==> config.mk <==
export PLATFORM = sky130hd
export DESIGN_NAME = mux2x1_tx_serializer
export DESIGN_NICKNAME = d
export VERILOG_FILES = /design/src/rtl/mux2x1_tx_serializer.sv
export SDC_FILE = /design/constraint.sdc
export NUM_CORES = 1
export LEC_CHECK = 0
export ABC_AREA = 1
export CORE_MARGIN = 2
export CORE_UTILIZATION = 40
export CTS_CLUSTER_SIZE = 24
export DETAILED_ROUTE_END_ITERATION = 6
export HOLD_SLACK_MARGIN = 0.1
export MAX_ROUTING_LAYER = met4
export PLACE_DENSITY_LB_ADDON = 0.12
export SLEW_MARGIN = 10
export SYNTH_ARGS = -nofsm -noshare
export SYNTH_HDL_FRONTEND = slang
export SYNTH_SLANG_ARGS = --single-unit
==> constraint.sdc <==
create_clock -name clk -period 4.7 [get_ports clk]
set_input_delay 1.175 -clock clk [delete_from_list [all_inputs] [get_ports clk]]
set_output_delay 1.175 -clock clk [all_outputs]
set_load 0.005 [all_outputs]
==> src/rtl/mux2x1_tx_serializer.sv <==
// rtl/mux2x1_tx_serializer.sv - two-lane byte serializer with per-lane FIFOs and registered output (optional MUX_SKIP_EMPTY_EN)
module mux2x1_tx_serializer #(
    parameter int DATA_W     = 8,
    parameter int FIFO_DEPTH = 4,
    parameter int CNT_W      = 3
) (
    input  logic              clk,
    input  logic              reset,
    input  logic [DATA_W-1:0] in0_data,
    input  logic              in0_valid,
    output logic              in0_ready,
    input  logic [DATA_W-1:0] in1_data,
    input  logic              in1_valid,
    output logic              in1_ready,
    output logic [DATA_W-1:0] out_data,
    output logic              out_valid,
    input  logic              out_ready,
    output logic              out_lane,
    output logic [CNT_W-1:0]  fifo0_cnt,
    output logic [CNT_W-1:0]  fifo1_cnt
);

    localparam int PTR_W = $clog2(FIFO_DEPTH);
    localparam logic [CNT_W-1:0] FULL_CNT = CNT_W'(FIFO_DEPTH);

    typedef enum logic {
        SERVE0 = 1'b0,
        SERVE1 = 1'b1
    } state_t;

    state_t state;
    state_t next_state;

    logic [DATA_W-1:0] mem0 [FIFO_DEPTH];
    logic [DATA_W-1:0] mem1 [FIFO_DEPTH];
    logic [PTR_W-1:0]  wr_ptr0;
    logic [PTR_W-1:0]  rd_ptr0;
    logic [PTR_W-1:0]  wr_ptr1;
    logic [PTR_W-1:0]  rd_ptr1;

    logic wr0;
    logic wr1;
    logic pop0;
    logic pop1;
    logic nonempty0;
    logic nonempty1;
    logic load;
    logic serve_lane;
    logic out_free;

    // Ready is derived from the registered count, so a full lane refuses a
    // write even when it is being popped in the same cycle.
    assign in0_ready = !reset && (fifo0_cnt != FULL_CNT);
    assign in1_ready = !reset && (fifo1_cnt != FULL_CNT);
    assign wr0       = in0_valid && in0_ready;
    assign wr1       = in1_valid && in1_ready;
    assign nonempty0 = (fifo0_cnt != '0);
    assign nonempty1 = (fifo1_cnt != '0);
    assign out_free  = !out_valid || out_ready;
    assign pop0      = load && !serve_lane;
    assign pop1      = load && serve_lane;

    // Selector state register.
    always_ff @(posedge clk) begin
        if (reset) begin
            state <= SERVE0;
        end else begin
            state <= next_state;
        end
    end

    // Pick the lane to serve, decide whether the output stage loads, and
    // advance the selector to the lane opposite the one actually served.
    always_comb begin
        next_state = state;
        serve_lane = (state == SERVE1);
        load       = 1'b0;
`ifdef MUX_SKIP_EMPTY_EN
        if (state == SERVE0 && !nonempty0 && nonempty1) begin
            serve_lane = 1'b1;
        end else if (state == SERVE1 && !nonempty1 && nonempty0) begin
            serve_lane = 1'b0;
        end
`endif
        if (out_free && (serve_lane ? nonempty1 : nonempty0)) begin
            load       = 1'b1;
            next_state = serve_lane ? SERVE0 : SERVE1;
        end
    end

    // Lane FIFO storage; contents need no reset because pointers and counts do.
    always_ff @(posedge clk) begin
        if (wr0) begin
            mem0[wr_ptr0] <= in0_data;
        end
        if (wr1) begin
            mem1[wr_ptr1] <= in1_data;
        end
    end

    // Lane 0 pointers and occupancy; pointers wrap naturally at FIFO_DEPTH.
    always_ff @(posedge clk) begin
        if (reset) begin
            wr_ptr0   <= '0;
            rd_ptr0   <= '0;
            fifo0_cnt <= '0;
        end else begin
            if (wr0) begin
                wr_ptr0 <= wr_ptr0 + 1'b1;
            end
            if (pop0) begin
                rd_ptr0 <= rd_ptr0 + 1'b1;
            end
            case ({wr0, pop0})
                2'b10:   fifo0_cnt <= fifo0_cnt + 1'b1;
                2'b01:   fifo0_cnt <= fifo0_cnt - 1'b1;
                default: fifo0_cnt <= fifo0_cnt;
            endcase
        end
    end

    // Lane 1 pointers and occupancy.
    always_ff @(posedge clk) begin
        if (reset) begin
            wr_ptr1   <= '0;
            rd_ptr1   <= '0;
            fifo1_cnt <= '0;
        end else begin
            if (wr1) begin
                wr_ptr1 <= wr_ptr1 + 1'b1;
            end
            if (pop1) begin
                rd_ptr1 <= rd_ptr1 + 1'b1;
            end
            case ({wr1, pop1})
                2'b10:   fifo1_cnt <= fifo1_cnt + 1'b1;
                2'b01:   fifo1_cnt <= fifo1_cnt - 1'b1;
                default: fifo1_cnt <= fifo1_cnt;
            endcase
        end
    end

    // Registered output stage: load a new byte when free, drop valid on drain,
    // otherwise hold data and lane stable.
    always_ff @(posedge clk) begin
        if (reset) begin
            out_data  <= '0;
            out_valid <= 1'b0;
            out_lane  <= 1'b0;
        end else if (load) begin
            out_data  <= serve_lane ? mem1[rd_ptr1] : mem0[rd_ptr0];
            out_lane  <= serve_lane;
            out_valid <= 1'b1;
        end else if (out_ready) begin
            out_valid <= 1'b0;
        end
    end

endmodule

==> impl_metrics.env, run 1 <==
export IMPL_setup_viol=0
export IMPL_final_layout_size_suffix_gt1_share_pct=5.91
export IMPL_rsz0062_at_grt="false"
export IMPL_nets=468
export IMPL_utilization_pct=47.3
export IMPL_maxCapViolCount=0
export IMPL_syn_area_per_cell_um2=9.95
export IMPL_cp_max_fo=20
export IMPL_syn_nets=430
export IMPL_antenna_found_initial=0
export IMPL_status="complete, no violations"
export IMPL_slew_viol_final=0
export IMPL_cp_data_arrival_time_ns=2.55
export IMPL_clk_pin_slew_ns=0.09
export IMPL_clock_skew_ns=0.0111
export IMPL_synth_top_area_cell="edfxtp_1"
export IMPL_hp_class="reg2reg"
export IMPL_synth_edf_count=64
export IMPL_syn_instance_count=397
export IMPL_io_buffers=38
export IMPL_grt_total_usage_pct=16.3
export IMPL_h_tree_depth=3
export IMPL_first_pass_iters=4
export IMPL_required_ns=3.52
export IMPL_period_share_pct=79.2
export IMPL_hold_worst_slack_ns=0.483
export IMPL_synth_seq_cells=93
export IMPL_yosysUniqueCellTypes=22
export IMPL_synth_most_common_cell="nand2_1"
export IMPL_clock_path_buffers=2
export IMPL_finalCriticalPeriod_ns=3.72
export IMPL_crit_reg2reg_launch="serve_lane"
export IMPL_drc=0
export IMPL_fmax_mhz=269
export IMPL_synth_seq_area_share_pct=63.4
export IMPL_tightest_slew_ns=0.882
export IMPL_die_w_um=103
export IMPL_path_class="in2out"
export IMPL_grt_pass1_wl_mm=12.5
export IMPL_via_per_inst=4.59
export IMPL_cp_startpoint="reset"
export IMPL_min_path_cells=2
export IMPL_initial_core_util_pct=40.8
export IMPL_crit_path_end_kind="output pin"
export IMPL_synth_top_area_share_pct=48.7
export IMPL_cts_buffers=9
export IMPL_clk_latency_ns=0.35
export IMPL_core_rowCount=36
export IMPL_hpwlAfterDp_mm=5.33
export IMPL_worstRegToRegCells=12
export IMPL_finalWirelength_mm=7.83
export IMPL_coreArea_mm2=0.00968
export IMPL_hold_buffers=0
export IMPL_postCtsSetupBuffers=0
export IMPL_synth_area_mm2=0.00395
export IMPL_grt_overflow_total=0
export IMPL_start_kind="input pin"
export IMPL_synth_async_sr_flop_share_pct=0
export IMPL_pin_count=39
export IMPL_tns_ns=0
export IMPL_yosys_most_used_dff="edfxtp_1"
export IMPL_grt_max_degree=21
export IMPL_yosysWarnings=0
export IMPL_leakagePower_nw=1.79
export IMPL_vias=2628
export IMPL_maxSlewHeadroom_pct=41.0
export IMPL_ys_top_cells_by_count="nand2_1, edfxtp_1, inv_1, nand3_1, a21oi_1"
export IMPL_grt_pass1_vias=2555
export IMPL_ir_drop_uv=219
export IMPL_syn_to_final_growth_pct=16.0
export IMPL_gp_congestion=0.786
export IMPL_cts_sinks=93
export IMPL_die_area_mm2=0.0107
export IMPL_antenna_cells=0
export IMPL_post_cts_resize_count=0
export IMPL_pwr_density_cell_mw_per_mm2=506
export IMPL_drtIter0Drc=97
export IMPL_hp_start="out_data[5]"
export IMPL_hold_violations=0
export IMPL_ctsRootBufferMaster="clkbuf_8"
export IMPL_wl_per_cell_um=13.7
export IMPL_drtAntennaViolNets=0
export IMPL_tritoncts="yes"
export IMPL_fp_dieH_um=103
export IMPL_synth_area_leaders="edfxtp_1, dfxtp_1, nand2_1"
==> cell families after synthesis <==
group | count (synthesis) | share of synthesized area (%)
XOR/XNOR | 2 | 0.444
buffers and inverters | 78 | 8.52
flip-flops | 93 | 63.4
AO/OA/AOI/OAI | 41 | 5.19
AND/OR/NAND/NOR | 171 | 18.3
adder cells (fa/ha/maj) | 12 | 4.18
==> report_power, final <==
group          internal [mW]  switching [mW]  total [mW]
clock                  0.191           0.273       0.463
combinational          0.306           0.451       0.757
sequential             0.981           0.116        1.10
==> metrics by stage <==
step                area (um2)  worst slack (ns)  total power, mW  std cells
detailed placement        4420             0.980             1.87        557
global route              4580             0.877             2.49        573
floorplan                 3950              2.05             1.61        397
finish                    4580             0.977             2.32        573
global placement          4420             0.976             1.85        557
CTS                       4580             0.966             2.33        573
==> critical path, stage by stage <==
cell and delay, ns:
clkdlybuf4s50_1 0.41, buf_4 0.21, a21oi_1 0.20, clkdlybuf4s50_1 0.54
==> routing by layer <==
layer	vias up	GRT usage [%]	part of all wire [%]
met5	-	-	0
met4	0	5.67	1.5
met3	10	4.10	2.5
met2	55	24.5	46
met1	1198	21.6	49
li1	1365	-	-
==> registers in the layout, summed over array words and instances (netlist names), 2 cells and up, named ones only <==
name,flops
mem0,32
mem1,32
out_data,8
fifo0_cnt,3
fifo1_cnt,3
rd_ptr0,2
rd_ptr1,2
wr_ptr0,2
wr_ptr1,2
==> final cells by class <==
cell class | count | area (um2)
Sequential cell | 93 | 2500
Clock buffer | 10 | 128
Clock inverter | 6 | 40.0
Multi-Input combinational cell | 226 | 1110
Tap cell | 133 | 166
Fill cell | 901 | 5100
Timing Repair Buffer | 39 | 388
Inverter | 66 | 248
==> layout by cell type (no fill, tap or decap), drive strengths merged, types with 2 or more instances in the layout <==
master           n
clkdlybuf4s50   38
a21oi           31
dfxtp           29
nand2          103
ha              10
o21ai           10
fa               2
inv             66
nand3           49
nor2            17
clkbuf          10
nand4            2
edfxtp          64
clkinvlp         3
clkinv           3
==> worst paths after layout <==
| kind | endpoint | slack, ns |
|---|---|---|
| hold / removal | out_data[5] | 0.48 |
| hold reg to reg | out_data[5] | 0.48 |
| setup / recovery | in1_ready | 0.98 |
| setup reg to reg | fifo0_cnt[2] | 2.30 |
(Power assumes the default switching activity.)
==> run 2: changes to the inputs <==
==> constraint.sdc (replaced) <==
create_clock -name clk -period 3.41 [get_ports clk]
set_input_delay 0.8525 -clock clk [delete_from_list [all_inputs] [get_ports clk]]
set_output_delay 0.8525 -clock clk [all_outputs]
set_load 0.005 [all_outputs]
==> impl_metrics.env, run 2 (same netlist as run 1, synthesis figures left out) <==
export IMPL_leakagePower_nw=1.87
export IMPL_hpwlAfterDp_mm=5.40
export IMPL_path_cells="clkdlybuf4s50_1 > a21oi_1 > clkdlybuf4s50_1"
export IMPL_h_tree_depth=3
export IMPL_period_share_pct=86.0
export IMPL_cp_max_fo=4
export IMPL_crit_reg2reg_launch="serve_lane"
export IMPL_postLayoutCellArea_mm2=0.00470
export IMPL_maxSlewHeadroom_pct=58.2
export IMPL_ir_drop_uv=293
export IMPL_grt_max_degree=18
export IMPL_slew_viol_final=0
export IMPL_required_ns=2.56
export IMPL_first_pass_iters=4
export IMPL_seq_area_mm2=0.00250
export IMPL_tightest_slew_ns=0.625
export IMPL_path_class="in2out"
export IMPL_endpoint="in1_ready"
export IMPL_crit_path_end_kind="output pin"
export IMPL_fp_dieH_um=103
export IMPL_core_rowCount=36
export IMPL_setup_viol=0
export IMPL_clk_pin_slew_ns=0.09
export IMPL_maxCapViolCount=0
export IMPL_critPathMaxStageDelay_ns=0.55
export IMPL_path_buf_inv=2
export IMPL_drtIter0Drc=87
export IMPL_pin_count=39
export IMPL_final_common_cell="nand2_1"
export IMPL_start_kind="input pin"
export IMPL_clk_latency_ns=0.35
export IMPL_initial_core_util_pct=40.8
export IMPL_syn_to_final_growth_pct=19.1
export IMPL_via_per_inst=4.67
export IMPL_layout_common_cells="nand2_1, edfxtp_1, inv_1"
export IMPL_multi_input_area_mm2=0.00111
export IMPL_cts_sinks=93
export IMPL_io_buffers=38
export IMPL_antenna_found_initial=0
export IMPL_fmax_mhz=341
export IMPL_hold_violations=0
export IMPL_clock_path_buffers=2
export IMPL_finalCriticalPeriod_ns=2.93
export IMPL_status="complete, no violations"
export IMPL_gp_congestion=0.782
export IMPL_worst_path_most_repeated_cell="clkdlybuf4s50_1"
export IMPL_final_layout_size_suffix_gt1_share_pct=8.00
export IMPL_clock_skew_ns=0.00955
export IMPL_vias=2722
export IMPL_hp_class="reg2reg"
export IMPL_grt_total_usage_pct=16.7
export IMPL_worst_r2r_setup_slack_ns=1.04
export IMPL_pwr_density_cell_mw_per_mm2=713
export IMPL_place_area_mm2=0.00449
export IMPL_cp_depth=3
export IMPL_grt_pass1_wl_mm=12.9
export IMPL_die_w_um=103
export IMPL_wl_per_cell_um=13.5
export IMPL_drc=0
export IMPL_cts_buffers=9
export IMPL_antenna_cells=0
export IMPL_ctsRootBufferMaster="clkbuf_8"
export IMPL_coreArea_mm2=0.00968
export IMPL_r2r_end="fifo1_cnt[2]"
export IMPL_finalWirelength_mm=7.88
export IMPL_cp_slowest_cell="clkdlybuf4s50_1"
export IMPL_grt_overflow_total=0
export IMPL_postCtsSetupBuffers=0
export IMPL_rsz0062_at_grt="false"
export IMPL_tritoncts="yes"
export IMPL_worstRegToRegCells=12
export IMPL_tns_ns=0
export IMPL_cp_data_arrival_time_ns=2.08
export IMPL_cp_top_family="buffers and inverters"
export IMPL_drtAntennaViolNets=0
export IMPL_utilization_pct=48.6
export IMPL_hold_buffers=0
export IMPL_cp_startpoint="reset"
export IMPL_nets=478
export IMPL_grt_pass1_vias=2616
export IMPL_reg_top3="mem0 (32), mem1 (32), out_data (8)"
export IMPL_die_area_mm2=0.0107
export IMPL_nFillCells=907
export IMPL_post_cts_resize_count=0
## run 2: cell count changes in the layout (fill, tap and decap cells not counted), sizes merged
| cell | delta |
|---|---|
| buf | +10 |
| bufinv | +2 |
| clkinv | -1 |
| clkinvlp | -2 |
| inv | +1 |
## run 2: worst register-to-register path, stage by stage, from the launching register on
cell,delay [ns]
dfxtp_1,0.48
inv_2,0.28
nor2_2,0.06
nand2_2,0.08
nand4_1,0.17
inv_2,0.14
ha_1,0.15
inv_1,0.06
fa_1,0.39
a21oi_1,0.14
o21ai_0,0.11
o21ai_0,0.16
a21oi_1,0.05
## run 2: metal layers
| layer | share of wire (%) | GRT usage, % |
|---|---|---|
| met1 | 49 | 23.5 |
| met2 | 46 | 24.8 |
| met3 | 4.4 | 2.62 |
| met4 | 0.86 | 5.77 |
| met5 | 0 | - |
## run 2: worst min path at each step
| stage | from | to | slack (ns) | cells after the start |
|---|---|---|---|---|
| after floorplan | out_data[0] | out_data[0] | 0.46 | 2 |
| after global placement | out_data[5] | out_data[5] | 0.46 | 2 |
| after detailed placement | out_data[4] | out_data[4] | 0.46 | 2 |
| final | out_data[5] | out_data[5] | 0.47 | 2 |
| after CTS | out_data[4] | out_data[4] | 0.48 | 2 |
| after global routing | out_data[5] | out_data[5] | 0.50 | 2 |
## run 2: through the flow
stage / total power, mW / hold WS, ns / setup WS [ns] / instances
2_1_floorplan: 2.22 / 0.460 / 1.08 / 397
3_3_place_gp: 2.59 / 0.459 / 0.464 / 567
3_5_place_dp: 2.60 / 0.462 / 0.409 / 567
4_1_cts: 3.39 / 0.476 / 0.445 / 583
5_1_grt: 3.62 / 0.498 / 0.394 / 583
6_report: 3.36 / 0.470 / 0.476 / 583
## run 2: area by class of cell
cell class              instances  share of cell area, %
clock buffers                  10                   2.71
clock inverters                 6                   1.84
inverters                      66                   5.27
multi-input cells             226                   23.6
flip-flops and latches         93                   53.2
well taps                     133                   3.54
repair buffers                 49                   9.84
## run 2: report_power, final
part | switching [mW] | leakage [nW] | total (mW) | internal, mW
clock | 0.377 | 0.104 | 0.790 | 0.413
combinational | 0.645 | 0.949 | 1.08 | 0.435
sequential | 0.134 | 0.819 | 1.49 | 1.35
total | 1.16 | 1.87 | 3.36 | 2.20
==> run 3: changes to the inputs <==
--- a/config.mk
+++ b/config.mk
@@ -12,7 +12,7 @@
 export DETAILED_ROUTE_END_ITERATION = 6
 export HOLD_SLACK_MARGIN = 0.1
 export MAX_ROUTING_LAYER = met4
-export PLACE_DENSITY_LB_ADDON = 0.12
+export PLACE_DENSITY = 0.59
 export SLEW_MARGIN = 10
 export SYNTH_ARGS = -nofsm -noshare
 export SYNTH_HDL_FRONTEND = slang
==> impl_metrics.env, run 3 (same netlist as run 1, synthesis figures left out) <==
export IMPL_status="complete, no violations"
export IMPL_slew_viol_final=0
export IMPL_layout_common_cells="nand2_1, edfxtp_1, inv_1"
export IMPL_antenna_cells=0
export IMPL_first_pass_iters=4
export IMPL_vias=2708
export IMPL_die_area_mm2=0.0107
export IMPL_postCtsSetupBuffers=0
export IMPL_setup_viol=0
export IMPL_highest_layer="met4"
export IMPL_wl_met1_mm=3.74
export IMPL_cp_top_family="buffers and inverters"
export IMPL_path_class="in2out"
export IMPL_gp_congestion=0.836
export IMPL_finalWirelength_mm=7.95
export IMPL_wl_per_cell_um=13.7
export IMPL_cts_buffers=9
export IMPL_ir_drop_uv=307
export IMPL_nets=477
export IMPL_hold_buffers=0
export IMPL_nFillCells=897
export IMPL_drtAntennaViolNets=0
export IMPL_syn_to_final_growth_pct=18.5
export IMPL_place_area_mm2=0.00448
export IMPL_cp_data_arrival_time_ns=2.06
export IMPL_pin_count=39
export IMPL_initial_core_util_pct=40.8
export IMPL_hold_worst_slack_ns=0.474
export IMPL_path_buf_inv=2
export IMPL_stdcell_count=582
export IMPL_die_w_um=103
export IMPL_reg_top3="mem0 (32), mem1 (32), out_data (8)"
export IMPL_via_per_inst=4.65
export IMPL_met2WireLength_mm=3.63
export IMPL_grt_total_usage_pct=16.5
export IMPL_clock_skew_ns=0.0139
export IMPL_fmax_mhz=343
export IMPL_tightest_slew_ns=0.662
export IMPL_fp_dieH_um=103
export IMPL_grt_overflow_total=0
export IMPL_hold_violations=0
export IMPL_tritoncts="yes"
export IMPL_cts_sinks=93
export IMPL_post_cts_resize_count=0
export IMPL_cp_slowest_cell="clkdlybuf4s50_1"
export IMPL_critPathMaxStageDelay_ns=0.54
export IMPL_drtIter0Drc=95
export IMPL_drc=0
export IMPL_tns_ns=0
export IMPL_worst_path_most_repeated_cell="clkdlybuf4s50_1"
export IMPL_rsz0062_at_grt="false"
export IMPL_cp_max_fo=4
export IMPL_leakagePower_nw=1.86
export IMPL_core_rowCount=36
export IMPL_postLayoutCellArea_mm2=0.00468
export IMPL_fin_ws_ns=0.494
export IMPL_hpwlAfterDp_mm=5.45
export IMPL_path_cells="clkdlybuf4s50_1 > a21oi_1 > clkdlybuf4s50_1"
export IMPL_crit_path_end_kind="output pin"
export IMPL_hp_class="reg2reg"
export IMPL_maxCapViolCount=0
export IMPL_clock_path_buffers=2
export IMPL_wl_met3_um=421
export IMPL_h_tree_depth=3
export IMPL_finalCriticalPeriod_ns=2.92
export IMPL_place_worst_setup_slack_ns=0.427
export IMPL_multi_input_area_mm2=0.00111
export IMPL_maxSlewHeadroom_pct=55.8
export IMPL_clk_latency_ns=0.35
export IMPL_grt_max_degree=18
export IMPL_place_inst=566
export IMPL_antenna_found_initial=0
export IMPL_period_share_pct=85.5
export IMPL_grt_pass1_vias=2577
export IMPL_ctsRootBufferMaster="clkbuf_8"
export IMPL_clk_pin_slew_ns=0.09
export IMPL_grt_pass1_wl_mm=12.7
export IMPL_start_kind="input pin"
export IMPL_io_buffers=38
export IMPL_pwr_density_cell_mw_per_mm2=703
export IMPL_final_common_cell="nand2_1"
export IMPL_seq_area_mm2=0.00250
export IMPL_coreArea_mm2=0.00968
export IMPL_required_ns=2.56
export IMPL_final_layout_size_suffix_gt1_share_pct=8.24
## run 3: worst min-delay path: cells and delay by family, from the launching register on
kind | cells | cell delay [ns]
AND/OR/NAND/NOR | 1 | 0.06
AO/OA/AOI/OAI | 1 | 0.05
flip-flops | 1 | 0.32
## run 3: final cells by class
cell class | count | share of cell area, %
tap | 133 | 3.56
clock inverter | 7 | 1.55
sequential | 93 | 53.5
timing repair buffer | 48 | 9.73
clock buffer | 9 | 2.65
multi-input combinational | 226 | 23.7
inverter | 66 | 5.29
## run 3: where the power goes
| group | internal (mW) | total (mW) | switching (mW) |
|---|---|---|---|
| registers | 1.35 | 1.51 | 0.159 |
| clock network | 0.341 | 0.726 | 0.384 |
| logic | 0.429 | 1.06 | 0.626 |
## run 3: path summary, 6_finish.rpt
| check | from | depth (start not counted) | end | slack (ns) |
|---|---|---|---|---|
| hold / removal | out_data[5] | 2 | out_data[5] | 0.47 |
| setup reg to reg | serve_lane | 12 | fifo1_cnt[2] | 1.02 |
| hold reg to reg | out_data[5] | 2 | out_data[5] | 0.47 |
| setup / recovery | reset | 3 | in1_ready | 0.49 |
## run 3: per-layer routing
| layer | vias to the layer above | global-route usage [%] |
|---|---|---|
| met4 | 0 | 5.97 |
| met1 | 1251 | 21.4 |
| li1 | 1379 | - |
| met2 | 60 | 25.7 |
| met3 | 18 | 3.43 |
| met5 | - | - |
## run 3: per-stage QoR
step / power [mW] / util (%)
after floorplan: 2.22 / -
after global placement: 2.57 / 46.3
after detailed placement: 2.60 / 46.3
after CTS: 3.32 / 48.3
after global routing: 3.51 / 48.3
final: 3.29 / 48.3
